===== src/rtl/multu_hilo_pkg.sv =====
// multu_hilo_pkg
//   Shared definitions for the ALU function-code stream and the iterative
//   multiplier: 6-bit function codes (common with the ALU controller) and
//   the multiplier state encoding.
package multu_hilo_pkg;

  // ALU controller function codes
  localparam logic [5:0] AND     = 6'b100100;
  localparam logic [5:0] OR      = 6'b100101;
  localparam logic [5:0] ADD     = 6'b100000;
  localparam logic [5:0] SUB     = 6'b100010;
  localparam logic [5:0] SLT     = 6'b101010;
  localparam logic [5:0] SLL     = 6'b000000;
  localparam logic [5:0] MULTU   = 6'b011001;
  localparam logic [5:0] MFHI    = 6'b010000;
  localparam logic [5:0] MFLO    = 6'b010010;
  localparam logic [5:0] HILO_WR = 6'b111111;  // "open HiLo": commit product

  typedef enum logic [1:0] {
    IDLE = 2'd0,
    RUN  = 2'd1,
    DONE = 2'd2
  } state_t;

endpackage


===== src/rtl/multu_hilo_step.sv =====
// multu_hilo_step
//   One combinational shift-add multiply step.
//   Ports:
//     mcand  in  WIDTH    multiplicand
//     p_in   in  2*WIDTH  {partial sum, remaining multiplier bits}
//     p_out  out 2*WIDTH  product register after one step
module multu_hilo_step #(
  parameter int WIDTH = 32
) (
  input  logic [WIDTH-1:0]   mcand,
  input  logic [2*WIDTH-1:0] p_in,
  output logic [2*WIDTH-1:0] p_out
);

  logic [WIDTH:0] sum;

  // The W+1-bit sum keeps the carry; shifting the whole register right by
  // one drops the consumed multiplier bit and lands the carry in the MSB.
  assign sum   = {1'b0, p_in[2*WIDTH-1:WIDTH]} + (p_in[0] ? {1'b0, mcand} : '0);
  assign p_out = {sum, p_in[WIDTH-1:1]};

endmodule


===== src/rtl/multu_hilo.sv =====
// multu_hilo
//   Iterative unsigned shift-add multiplier with HI/LO result registers,
//   driven by the ALU controller's function-code stream.
//   Ports:
//     clk      in   system clock, rising edge
//     rst      in   asynchronous active-high reset
//     Signal   in   6-bit function code (MULTU / HILO_WR / MFHI / MFLO ...)
//     dataA    in   multiplicand, sampled when a multiply starts
//     dataB    in   multiplier, sampled when a multiply starts
//     dataOut  out  HI on MFHI, LO on MFLO, otherwise 0
//     busy     out  multiplier not idle
//     done     out  one-cycle pulse after HI/LO is written
module multu_hilo
  import multu_hilo_pkg::*;
#(
  parameter int WIDTH = 32
) (
  input  logic             clk,
  input  logic             rst,
  input  logic [5:0]       Signal,
  input  logic [WIDTH-1:0] dataA,
  input  logic [WIDTH-1:0] dataB,
  output logic [WIDTH-1:0] dataOut,
  output logic             busy,
  output logic             done
);

  localparam int CNT_W = $clog2(WIDTH + 1);

  state_t             state, state_next;
  logic [WIDTH-1:0]   mcand, mcand_next;
  logic [2*WIDTH-1:0] p, p_next;
  logic [CNT_W-1:0]   cnt, cnt_next;
  logic [WIDTH-1:0]   hi, hi_next;
  logic [WIDTH-1:0]   lo, lo_next;
  logic               done_next;

  logic [WIDTH-1:0]   step_mcand;
  logic [2*WIDTH-1:0] step_p_in;
  logic [2*WIDTH-1:0] step_p_out;

  // The first step happens on the start edge itself, so in IDLE the step
  // is fed straight from the operand inputs rather than the registers.
  always_comb begin
    step_mcand = mcand;
    step_p_in  = p;
    if (state == IDLE) begin
      step_mcand = dataA;
      step_p_in  = {{WIDTH{1'b0}}, dataB};
    end
  end

  multu_hilo_step #(.WIDTH(WIDTH)) u_step (
    .mcand (step_mcand),
    .p_in  (step_p_in),
    .p_out (step_p_out)
  );

  always_comb begin
    state_next = state;
    mcand_next = mcand;
    p_next     = p;
    cnt_next   = cnt;
    hi_next    = hi;
    lo_next    = lo;
    done_next  = 1'b0;
    case (state)
      IDLE: begin
        if (Signal == MULTU) begin
          mcand_next = dataA;
          p_next     = step_p_out;
          cnt_next   = CNT_W'(1);
          state_next = RUN;
        end
      end
      RUN: begin
        if (Signal == MULTU) begin
          p_next   = step_p_out;
          cnt_next = cnt + CNT_W'(1);
          if (cnt == CNT_W'(WIDTH - 1)) begin
            state_next = DONE;
          end
        end else begin
          // Any other code (HILO_WR included) abandons the multiply.
          state_next = IDLE;
        end
      end
      DONE: begin
        if (Signal == HILO_WR) begin
          hi_next    = p[2*WIDTH-1:WIDTH];
          lo_next    = p[WIDTH-1:0];
          done_next  = 1'b1;
          state_next = IDLE;
        end else if (Signal != MULTU) begin
          state_next = IDLE;
        end
      end
      default: state_next = IDLE;
    endcase
  end

  always_ff @(posedge clk or posedge rst) begin
    if (rst) begin
      state <= IDLE;
      mcand <= '0;
      p     <= '0;
      cnt   <= '0;
      hi    <= '0;
      lo    <= '0;
      done  <= 1'b0;
    end else begin
      state <= state_next;
      mcand <= mcand_next;
      p     <= p_next;
      cnt   <= cnt_next;
      hi    <= hi_next;
      lo    <= lo_next;
      done  <= done_next;
    end
  end

  assign busy = (state != IDLE);

  always_comb begin
    dataOut = '0;
    case (Signal)
      MFHI:    dataOut = hi;
      MFLO:    dataOut = lo;
      default: dataOut = '0;
    endcase
  end

endmodule


===== config.mk =====
export PLATFORM = sky130hd
export DESIGN_NAME = multu_hilo
export DESIGN_NICKNAME = d
export VERILOG_FILES = /design/src/rtl/multu_hilo_pkg.sv /design/src/rtl/multu_hilo_step.sv /design/src/rtl/multu_hilo.sv
export SDC_FILE = /design/constraint.sdc
export NUM_CORES = 1
export LEC_CHECK = 0
export CAP_MARGIN = 30
export CORE_MARGIN = 3
export CORE_UTILIZATION = 25
export DETAILED_ROUTE_END_ITERATION = 10
export HOLD_SLACK_MARGIN = 0.1
export PLACE_DENSITY_LB_ADDON = 0.3
export SETUP_SLACK_MARGIN = 0.3
export SYNTH_ARGS = -nofsm -noshare
export SYNTH_HDL_FRONTEND = slang
export SYNTH_SLANG_ARGS = --single-unit

===== constraint.sdc =====
create_clock -name clk -period 5.7 [get_ports clk]
set_input_delay 0.855 -clock clk [delete_from_list [all_inputs] [get_ports clk]]
set_output_delay 0.855 -clock clk [all_outputs]
set_load 0.05 [all_outputs]

==> results of run 1 <==
-- layout by cell type, fill, tap and decap left out, drive strengths merged, types with 14 or more instances in the layout --
| cell | count |
|---|---|
| o21ai | 36 |
| a31oi | 42 |
| inv | 15 |
| clkbuf | 18 |
| mux2 | 33 |
| nand3 | 14 |
| mux2i | 36 |
| and2 | 35 |
| dfrtp | 169 |
| nand2 | 381 |
| buf | 17 |
| nor2 | 83 |
| a21oi | 61 |
| a21o | 24 |
| clkdlybuf4s50 | 104 |
| ha | 33 |
-- cell families after synthesis --
kind of cell / synth area share [%]
adder cells (fa/ha/maj): 4.54
AO/OA/AOI/OAI: 13.5
multiplexers: 7.67
flip-flops: 44.3
XOR/XNOR: 1.93
AND/OR/NAND/NOR: 24.3
buffers and inverters: 3.71
-- sequential cells by signal, indices dropped and copies added, names as in the netlist --
signal / cells
mcand: 32
p: 64
cnt: 6
done: 1
hi: 32
state: 2
lo: 32
-- worst max-delay path by stage --
stage                  to  slack [ps]  depth (start not counted)     start
finish              p[62]        1370                         13  state[0]
global route        p[61]        1100                         12  state[0]
CTS                 p[62]        1440                         12  state[0]
detailed placement  p[47]        1370                         13  dataB[0]
global placement    p[47]        1320                         13  dataB[0]
floorplan           p[47]        1880                         15  state[0]
-- final cells by class --
| cell class | instances | share of cell area, % |
|---|---|---|
| clock buffer | 18 | 3.76 |
| inverter | 9 | 0.322 |
| antenna | 1 | 0.0214 |
| timing repair buffer | 121 | 10.3 |
| multi-input combinational | 888 | 42.6 |
| clock inverter | 14 | 1.36 |
| sequential | 169 | 36.2 |
| tap | 504 | 5.40 |
-- tightest hold or removal path: stages, from the launching register on --
cell and delay (ps):
dfrtp_1 340, nand2_1 50, nand2_1 50
-- power breakdown --
part           switching [mW]  total, mW  leakage, nW  internal, mW
Sequential              0.103       1.43         2.24          1.33
Clock                   0.528       1.20        0.289         0.668
Combinational           0.151      0.308         2.94         0.157
Total                   0.782       2.93         5.47          2.15
-- per-stage QoR --
stage               power [mW]  worst slack (ps)  util [%]
floorplan                 1.62              1880         -
global placement          1.75              1320      29.7
detailed placement        1.76              1370      29.8
CTS                       2.98              1440      31.4
global route              3.09              1100      31.4
finish                    2.93              1370      31.4
-- layer usage --
| metal | global-route usage, % | routed length [um] |
|---|---|---|
| met4 | 3.71 | 379 |
| met2 | 20.3 | 11700 |
| met5 | 0 | 0 |
| met1 | 20.6 | 14300 |
| met3 | 2.30 | 982 |
==> summary.md, run 1 <==
| Metric | Value |
|---|---|
| Status | finished, final reports clean |
| Worst slew pin tran | a little over 1000 ps |
| Mapped Cells | around 1100 |
| WHS Path Cells | 2 |
| Final number of setup-violating endpoints | 0 |
| Cells on worst reg2reg path | 13 |
| Htree depth | 4 |
| EDFF count, synth | 0 |
| Multi-input logic area | ~0.0050 mm2 |
| Min-delay src | hi[2] |
| Layout cells sized above 1 | roughly 8% |
| Hold Path Sink | hi[2] |
| DRC | 0 |
| Area leader, netlist | dfrtp_1 |
| Average wire per standard cell | ~16 um |
| Origin of the critical flop-to-flop path | state[0] |
| Die H | between 200 and 250 um |
| Startpoint types | register |
| Worst-Skew Late Latency | 430 ps |
| Iter 0 DRT Violations | approximately 400 |
| Period utilization | roughly three quarters |
| Global-route wire length before repair | ~45000 um |
| Worst flop-to-flop path endpoint | p[62] |
| WP buf/inv | 2 |
| Post-Route WL | between 20000 and 30000 um |
| Crit-path cells | nor2_4 -> inv_2 -> buf_4 -> nand2_1 -> a21oi_1 -> ha_1 -> a21oi_1 -> o21ai_0 -> o21ba_2 -> a21oi_1 -> a311oi_1 -> nor4_1 -> a311oi_1 |
| Area grow syn2layout | 22.4% |
| Post-route ant nets | 0 |
| Worst slew margin | 31.6% |
| Total track usage | ~14% |
| Worst setup EP type | register |
| Fin Hold WS | approximately 470 ps |
| Crit Path Class | register to register |
| Post-synth top cells | nand2_1, dfrtp_1, nor2_1 |
| CP arrival | 4660 ps |
| Syn. warnings | 0 |
| Cell Area, Placed | around 0.011 mm2 |
| Fillers | about 4000 |
| Total grt overflow | 0 |
| Syn Area/Cell | approximately 8.3 um2 |
| Yosys reg bits | 169 |
| Clock buffer depth | 2 |
| Drt pass-1 iters | 5 |
| Most common cell in the netlist | nand2_1 |
| Critical path's largest stage delay | between 600 and 700 ps |
| Max Freq | ~0.23 GHz |
| Sequential share of the synthesized area | 44.3% |
| HP Class | register to register |
| Share of the synthesized area in the top cell type | 44.3% |
| CTS tree | yes |
| Die area | just over 0.04 mm2 |
| Vias in the first global route | about 7800 |
| Placed cells | about 1700 |
| Cell area after synthesis | about 0.0095 mm2 |
| DP Wirelength | just under 20000 um |
| Setup_tns | 0 ps |
| Layout Cells excl Fill | roughly 1700 |
| Unrepaired setup endpoints after global routing | false |
| Flip-flop and latch area | between 0.004 and 0.005 mm2 |
| Reg2Reg Setup Slack | roughly 1400 ps |
| CTS sink cnt | roughly 170 |
| Largest net degree at the start of global routing | between 150 and 200 |
| GPL Wtd Cong | around 0.83 |
| IO Count | about 110 |
| CP max stage cell | a311oi_1 |
| Design Area, Final | between 0.01 and 0.015 mm2 |
| # port buffers | between 100 and 150 |
| Vias | a little under 8000 |
| CORE AREA | 0.0371 mm2 |
| Pleak | between 5 and 6 nW |
| CTS root buf | clkbuf_16 |
| CTS Buf Count | 17 |
| Synth Flop Type | dfrtp_1 |
| Detail-routed via count per cell | around 4.6 |
| Tmin final | ~4300 ps |
| Worst path most repeated cell | a21oi_1 |
| Synth unique cells | 59 |
| Syn_nets | around 1200 |
| Max-slew violation count | 0 |
| NumNets Final | about 1300 |
| Final hold violations | 0 |
| Hold bufs inserted after CTS | 0 |
| Setup bufs post-CTS | 0 |
| Total of max-cap violations | 0 |
| CTS clk-pin slew, worst paths | about 70 ps |
| Die width | approximately 200 um |
| Initial antenna violation count | 1 |
| Worst vdd ir | between 0.1 and 0.15 mV |
| Row count | 70 |
| WP data required | around 6000 ps |
| Crit-path leading delay family | compound AO/OA/AOI/OAI gates |
| Clk_skew | roughly 10 ps |
| Worst-path fanout max | 46 |
| Initial Utilization | 25.7% |
| Area contributors post-synth | dfrtp_1, nand2_1, ha_1, mux2i_1, mux2_2 |
| PostCTS Resize Cnt | 0 |
| Post-synth ARST share | 100% |
| Power Density | about 250 mW/mm2 |
Note: power is estimated with default switching activity, not from simulation.
==> run 2, diff against run 1 <==
==> constraint.sdc (replaced) <==
create_clock -name clk -period 3.9 [get_ports clk]
set_input_delay 0.585 -clock clk [delete_from_list [all_inputs] [get_ports clk]]
set_output_delay 0.585 -clock clk [all_outputs]
set_load 0.05 [all_outputs]
==> run 2 against run 1 <==
Against the previous run: sequential power is 46% higher; utilization is 1.2 points higher; highest routed layer unchanged; critical path depth is 1 higher; maximum frequency is 25% higher; via count is 1.4% higher.
==> summary.md, run 2 (same netlist as run 1, synthesis figures left out) <==
| Metric | Value |
|---|---|
| Htree depth | 4 |
| # port buffers | 105 |
| Largest Register | p |
| Post-Route WL | between 20000 and 30000 um |
| IO Count | 106 |
| HP Class | register to register |
| Fin Hold WS | 476 ps |
| Layout Cells excl Fill | between 1500 and 2000 |
| GPL Wtd Cong | between 0.9 and 1 |
| Row count | 70 |
| WP data required | 4190 ps |
| Total track usage | around 14% |
| Total grt overflow | 0 |
| Die width | roughly 200 um |
| Iter 0 DRT Violations | 426 |
| Total of max-cap violations | 0 |
| Final hold violations | 0 |
| Vias | approximately 8000 |
| Clk_skew | 7.85 ps |
| Commonest non-fill, non-tap cell in the layout | nand2_1 |
| Ant diodes | 0 |
| Hold bufs inserted after CTS | 0 |
| Worst-path fanout max | 18 |
| CTS clk-pin slew, worst paths | about 70 ps |
| Placed cells | roughly 1700 |
| Fin util | roughly a third |
| Area grow syn2layout | 26.8% |
| CP arrival | 3750 ps |
| CTS root buf | clkbuf_16 |
| Pleak | 5.72 nW |
| Commonest cells after routing, fill and taps aside | nand2_1, dfrtp_1, nor2_1, clkdlybuf4s50_1, a21oi_1 |
| Setup_tns | 0 ps |
| Unrepaired setup endpoints after global routing | true |
| Die H | 201 um |
| Worst slew margin | approximately 47% |
| Detail-routed via count per cell | 4.59 |
| CTS tree | yes |
| Clock buffer depth | 2 |
| Crit Path Class | register to register |
| Largest net degree at the start of global routing | between 60 and 70 |
| DP Wirelength | between 20000 and 25000 um |
| Worst setup EP type | register |
| Max reg flops | 64 |
| Startpoint types | register |
| Drt pass-1 iters | 5 |
| Post-route ant nets | 0 |
| DRC | 0 |
| Worst-Skew Late Latency | approximately 430 ps |
| Average wire per standard cell | approximately 16 um |
| Global-route wire length before repair | between 40000 and 50000 um |
| Worst slew pin tran | 789 ps |
| Layout cells sized above 1 | between 10% and 20% |
| NumNets Final | 1341 |
| Max Freq | roughly 0.29 GHz |
| CTS sink cnt | between 150 and 200 |
| Vias in the first global route | between 8000 and 9000 |
| Max-slew violation count | 0 |
| CORE AREA | roughly 0.037 mm2 |
| Initial Utilization | roughly 26% |
| Fillers | ~3900 |
| Status | finished, final reports clean |
| Worst vdd ir | 0.294 mV |
| Tmin final | approximately 3500 ps |
| Final number of setup-violating endpoints | 0 |
| Flip-flop and latch area | ~0.0042 mm2 |
| Initial antenna violation count | 0 |
| Period utilization | between 80% and 90% |
| Die area | roughly 0.041 mm2 |
| Power Density | 348 mW/mm2 |
| CTS Buf Count | 17 |
| Multi-input logic area | about 0.005 mm2 |
==> run 2: cell count changes in the layout (fill, tap and decap cells not counted), moves of 5 or more <==
cell,previous run,this run
buf_4,14,51
clkdlybuf4s50_1,104,72
inv_6,7,2
buf_12,1,23
==> run 2: what timing repair did <==
item,CTS,global route
pin swaps,1,1
endpoints found under the hold margin,0,0
setup buffers,3,1
setup endpoints to repair,6,18
gates resized for setup,3,14
==> run 2: routing by layer <==
metal  vias up  routed length [um]  share of wire, %  global-route usage, %
met5         -                   0                 0                      0
li1       4059                   -                 -                      -
met3        29                1100               4.0                   2.86
met2       153               11900                43                   20.5
met1      3807               14300                51                   20.4
met4         0                 515               1.9                   3.71
==> run 2: final timing paths <==
| path | start | depth (start not counted) | slack [ps] | endpoint |
|---|---|---|---|---|
| setup / recovery | state[1] | 14 | 440 | p[61] |
| hold reg to reg | hi[30] | 2 | 480 | hi[30] |
| min in group asynchronous | rst | 2 | 660 | lo[5] |
| hold / removal | hi[30] | 2 | 480 | hi[30] |
| setup reg to reg | state[1] | 14 | 440 | p[61] |
| max in group asynchronous | rst | 3 | 2450 | state[1] |
==> run 2: worst max-delay path, cell delays in order (launching register included) <==
cell and delay [ps]:
dfrtp_2 460, nor2_4 130, buf_12 140, buf_6 200, nand2_1 120, a21oi_1 180, ha_1 220, fa_1 220
a21o_1 190, a221oi_4 100, o31ai_2 350, nand3_1 180, a2111oi_2 440, mux2i_1 240, o311ai_0 150
==> run 2: per-stage QoR <==
stage / power (mW) / worst slack [ps] / cell area (um2)
after global placement: 2.57 / 50.2 / 11400
after CTS: 4.26 / 291 / 12000
after global routing: 4.42 / 234 / 12100
after floorplan: 2.37 / 301 / 9550
final: 4.21 / 436 / 12100
after detailed placement: 2.59 / 107 / 11400
==> run 2: report_power, final <==
part / switching, mW / internal, mW
combinational: 0.227 / 0.245
sequential: 0.147 / 1.94
clock: 0.750 / 0.901
==> run 2: area by class of cell <==
cell class                 instances  share of cell area [%]
sequential                       169                    35.0
inverter                           9                   0.331
tap                              504                    5.21
clock buffer                      19                    3.66
timing repair buffer             150                    13.3
multi-input combinational        888                    41.6
clock inverter                    13                    1.01
==> run 3, diff against run 2 <==
--- a/config.mk
+++ b/config.mk
@@ -9,6 +9,7 @@
 export CORE_MARGIN = 3
 export CORE_UTILIZATION = 25
 export DETAILED_ROUTE_END_ITERATION = 10
+export GPL_TIMING_DRIVEN = 0
 export HOLD_SLACK_MARGIN = 0.1
 export PLACE_DENSITY_LB_ADDON = 0.3
 export SETUP_SLACK_MARGIN = 0.3
==> run 3 against run 2 <==
Against the previous run: critical path type unchanged; flip-flop and latch count did not move; first-iteration DRC count is 15% higher; clock skew grew 1.1 ps; largest power group unchanged; cell count is 3.4% higher; power up 2.5%; highest routed layer unchanged; setup slack worse by 60 ps.
==> summary.md, run 3 (same netlist as run 1, synthesis figures left out) <==
| Metric | Value |
|---|---|
| WP data required | 4190 ps |
| Metal-1 WL | around 15000 um |
| Die width | approximately 200 um |
| CP arrival | 3820 ps |
| Fillers | between 3000 and 4000 |
| Htree depth | 4 |
| Crit Path Class | register to register |
| NumNets Final | 1401 |
| Max Freq | around 0.28 GHz |
| Vias | ~8400 |
| CORE AREA | around 0.037 mm2 |
| Flip-flop and latch area | 0.00423 mm2 |
| DR top layer | met4 |
| Clock buffer depth | 2 |
| Worst slew margin | between 40% and 50% |
| GPL Wtd Cong | approximately 0.88 |
| Ant diodes | 0 |
| Area grow syn2layout | 31.8% |
| Clk_skew | between 8 and 9 ps |
| Post-Route WL | 30400 um |
| CTS root buf | clkbuf_16 |
| Worst setup EP type | register |
| CTS clk-pin slew, worst paths | 80 ps |
| Post-route ant nets | 0 |
| Final hold violations | 0 |
| Final number of setup-violating endpoints | 0 |
| Vias in the first global route | about 8400 |
| CTS Buf Count | 17 |
| Unrepaired setup endpoints after global routing | true |
| Die area | between 0.04 and 0.05 mm2 |
| Multi-input logic area | 0.00526 mm2 |
| Worst slew pin tran | about 830 ps |
| Tmin final | approximately 3500 ps |
| # port buffers | 104 |
| Worst-path fanout max | 4 |
| Worst vdd ir | 0.263 mV |
| Layout Cells excl Fill | between 1500 and 2000 |
| Startpoint types | register |
| Initial antenna violation count | 0 |
| Total of max-cap violations | 0 |
| Worst-Skew Late Latency | about 430 ps |
| Largest net degree at the start of global routing | 40 |
| IO Count | around 110 |
| Max reg flops | 64 |
| Pleak | approximately 6.1 nW |
| CTS sink cnt | around 170 |
| Detail-routed via count per cell | approximately 4.6 |
| Iter 0 DRT Violations | between 400 and 500 |
| Commonest non-fill, non-tap cell in the layout | nand2_1 |
| Average wire per standard cell | ~17 um |
| Commonest cells after routing, fill and taps aside | nand2_1, dfrtp_1, clkdlybuf4s50_1, nor2_1, a21oi_1 |
| HP Class | primary input to asynchronous set/reset pin |
| Total grt overflow | 0 |
| Largest Register | p |
| WL met2 | 13800 um |
| Met3 WL | around 1300 um |
| Row count | 70 |
| Initial Utilization | around 26% |
| DRC | 0 |
| Power Density | around 340 mW/mm2 |
| Period utilization | about 90% |
| DP Wirelength | around 23000 um |
| CTS tree | yes |
| Final worst slack | around 380 ps |
| Drt pass-1 iters | 5 |
| Post-place setup slack | -1580 ps |
| Hold bufs inserted after CTS | 0 |
| Placed cells | between 1500 and 2000 |
| Layout cells sized above 1 | between 10% and 20% |
| Fin Hold WS | 376 ps |
| Total track usage | 14.9% |
| Max-slew violation count | 0 |
| Status | finished, final reports clean |
| Die H | a little over 200 um |
| Global-route wire length before repair | roughly 48000 um |
[run 3: changes by cell type in the layout (fill, tap and decap cells not counted), sizes merged]
cell / delta
buf: -23
dlygate4sd2: +1
dlymetal6s2s: +13
inv: +4
clkdlybuf4s50: +18
clkbuf: +49
clkinvlp: -2
[run 3: cell type report]
cell class,instances,area share (%)
well taps,504,5.01
repair buffers,133,11.0
inverters,9,0.308
multi-input cells,888,41.8
clock buffers,17,3.38
flip-flops and latches,169,33.6
clock inverters,15,1.43
plain buffers,77,3.48
[run 3: final timing paths]
kind,slack [ps],start,cells past startpoint,endpoint
worst max-delay path,380,state[0],16,p[55]
worst min-delay path,380,rst,2,p[6]
worst max register to register,380,state[0],16,p[55]
worst min register to register,470,hi[23],2,hi[23]
max in group asynchronous,2610,rst,5,state[1]
min in group clk,470,hi[23],2,hi[23]
[run 3: what timing repair did]
action | 4_1_cts | 5_1_grt
setup endpoints to repair | 33 | 30
buffers inserted | 14 | 10
gates resized for setup | 65 | 72
pin swaps | 17 | 22
[run 3: layer usage]
layer,GRT usage [%],vias up
li1,-,4175
met1,20.9,4004
met2,23.7,165
met3,3.06,25
met4,3.26,0
met5,0,-
[run 3: worst max-delay path, stage by stage (launching register included)]
cell and delay [ps]:
dfrtp_1 400, buf_8 130, nor2_4 110, buf_8 140, mux2i_4 250, buf_12 150, buf_8 110, a21oi_4 50
ha_4 180, fa_2 390, a21o_1 230, a221oi_4 360, nor3_2 110, o211ai_1 280, and3_1 240, xor2_1 180
o21ai_1 70
[run 3: per-stage QoR]
stage | power [mW] | util (%) | TNS, ps | area, um2
floorplan | 2.37 | - | 0 | 9550
global placement | 2.55 | 30.2 | -95410 | 11200
detailed placement | 2.58 | 30.5 | -23890 | 11300
CTS | 4.34 | 33.1 | 0 | 12300
global route | 4.51 | 33.9 | 0 | 12600
finish | 4.32 | 33.9 | 0 | 12600
[run 3: report_power, final]
group / switching, mW / total [mW] / internal, mW
combinational: 0.237 / 0.496 / 0.259
clock: 0.819 / 1.74 / 0.919
sequential: 0.143 / 2.08 / 1.94
total: 1.20 / 4.32 / 3.12
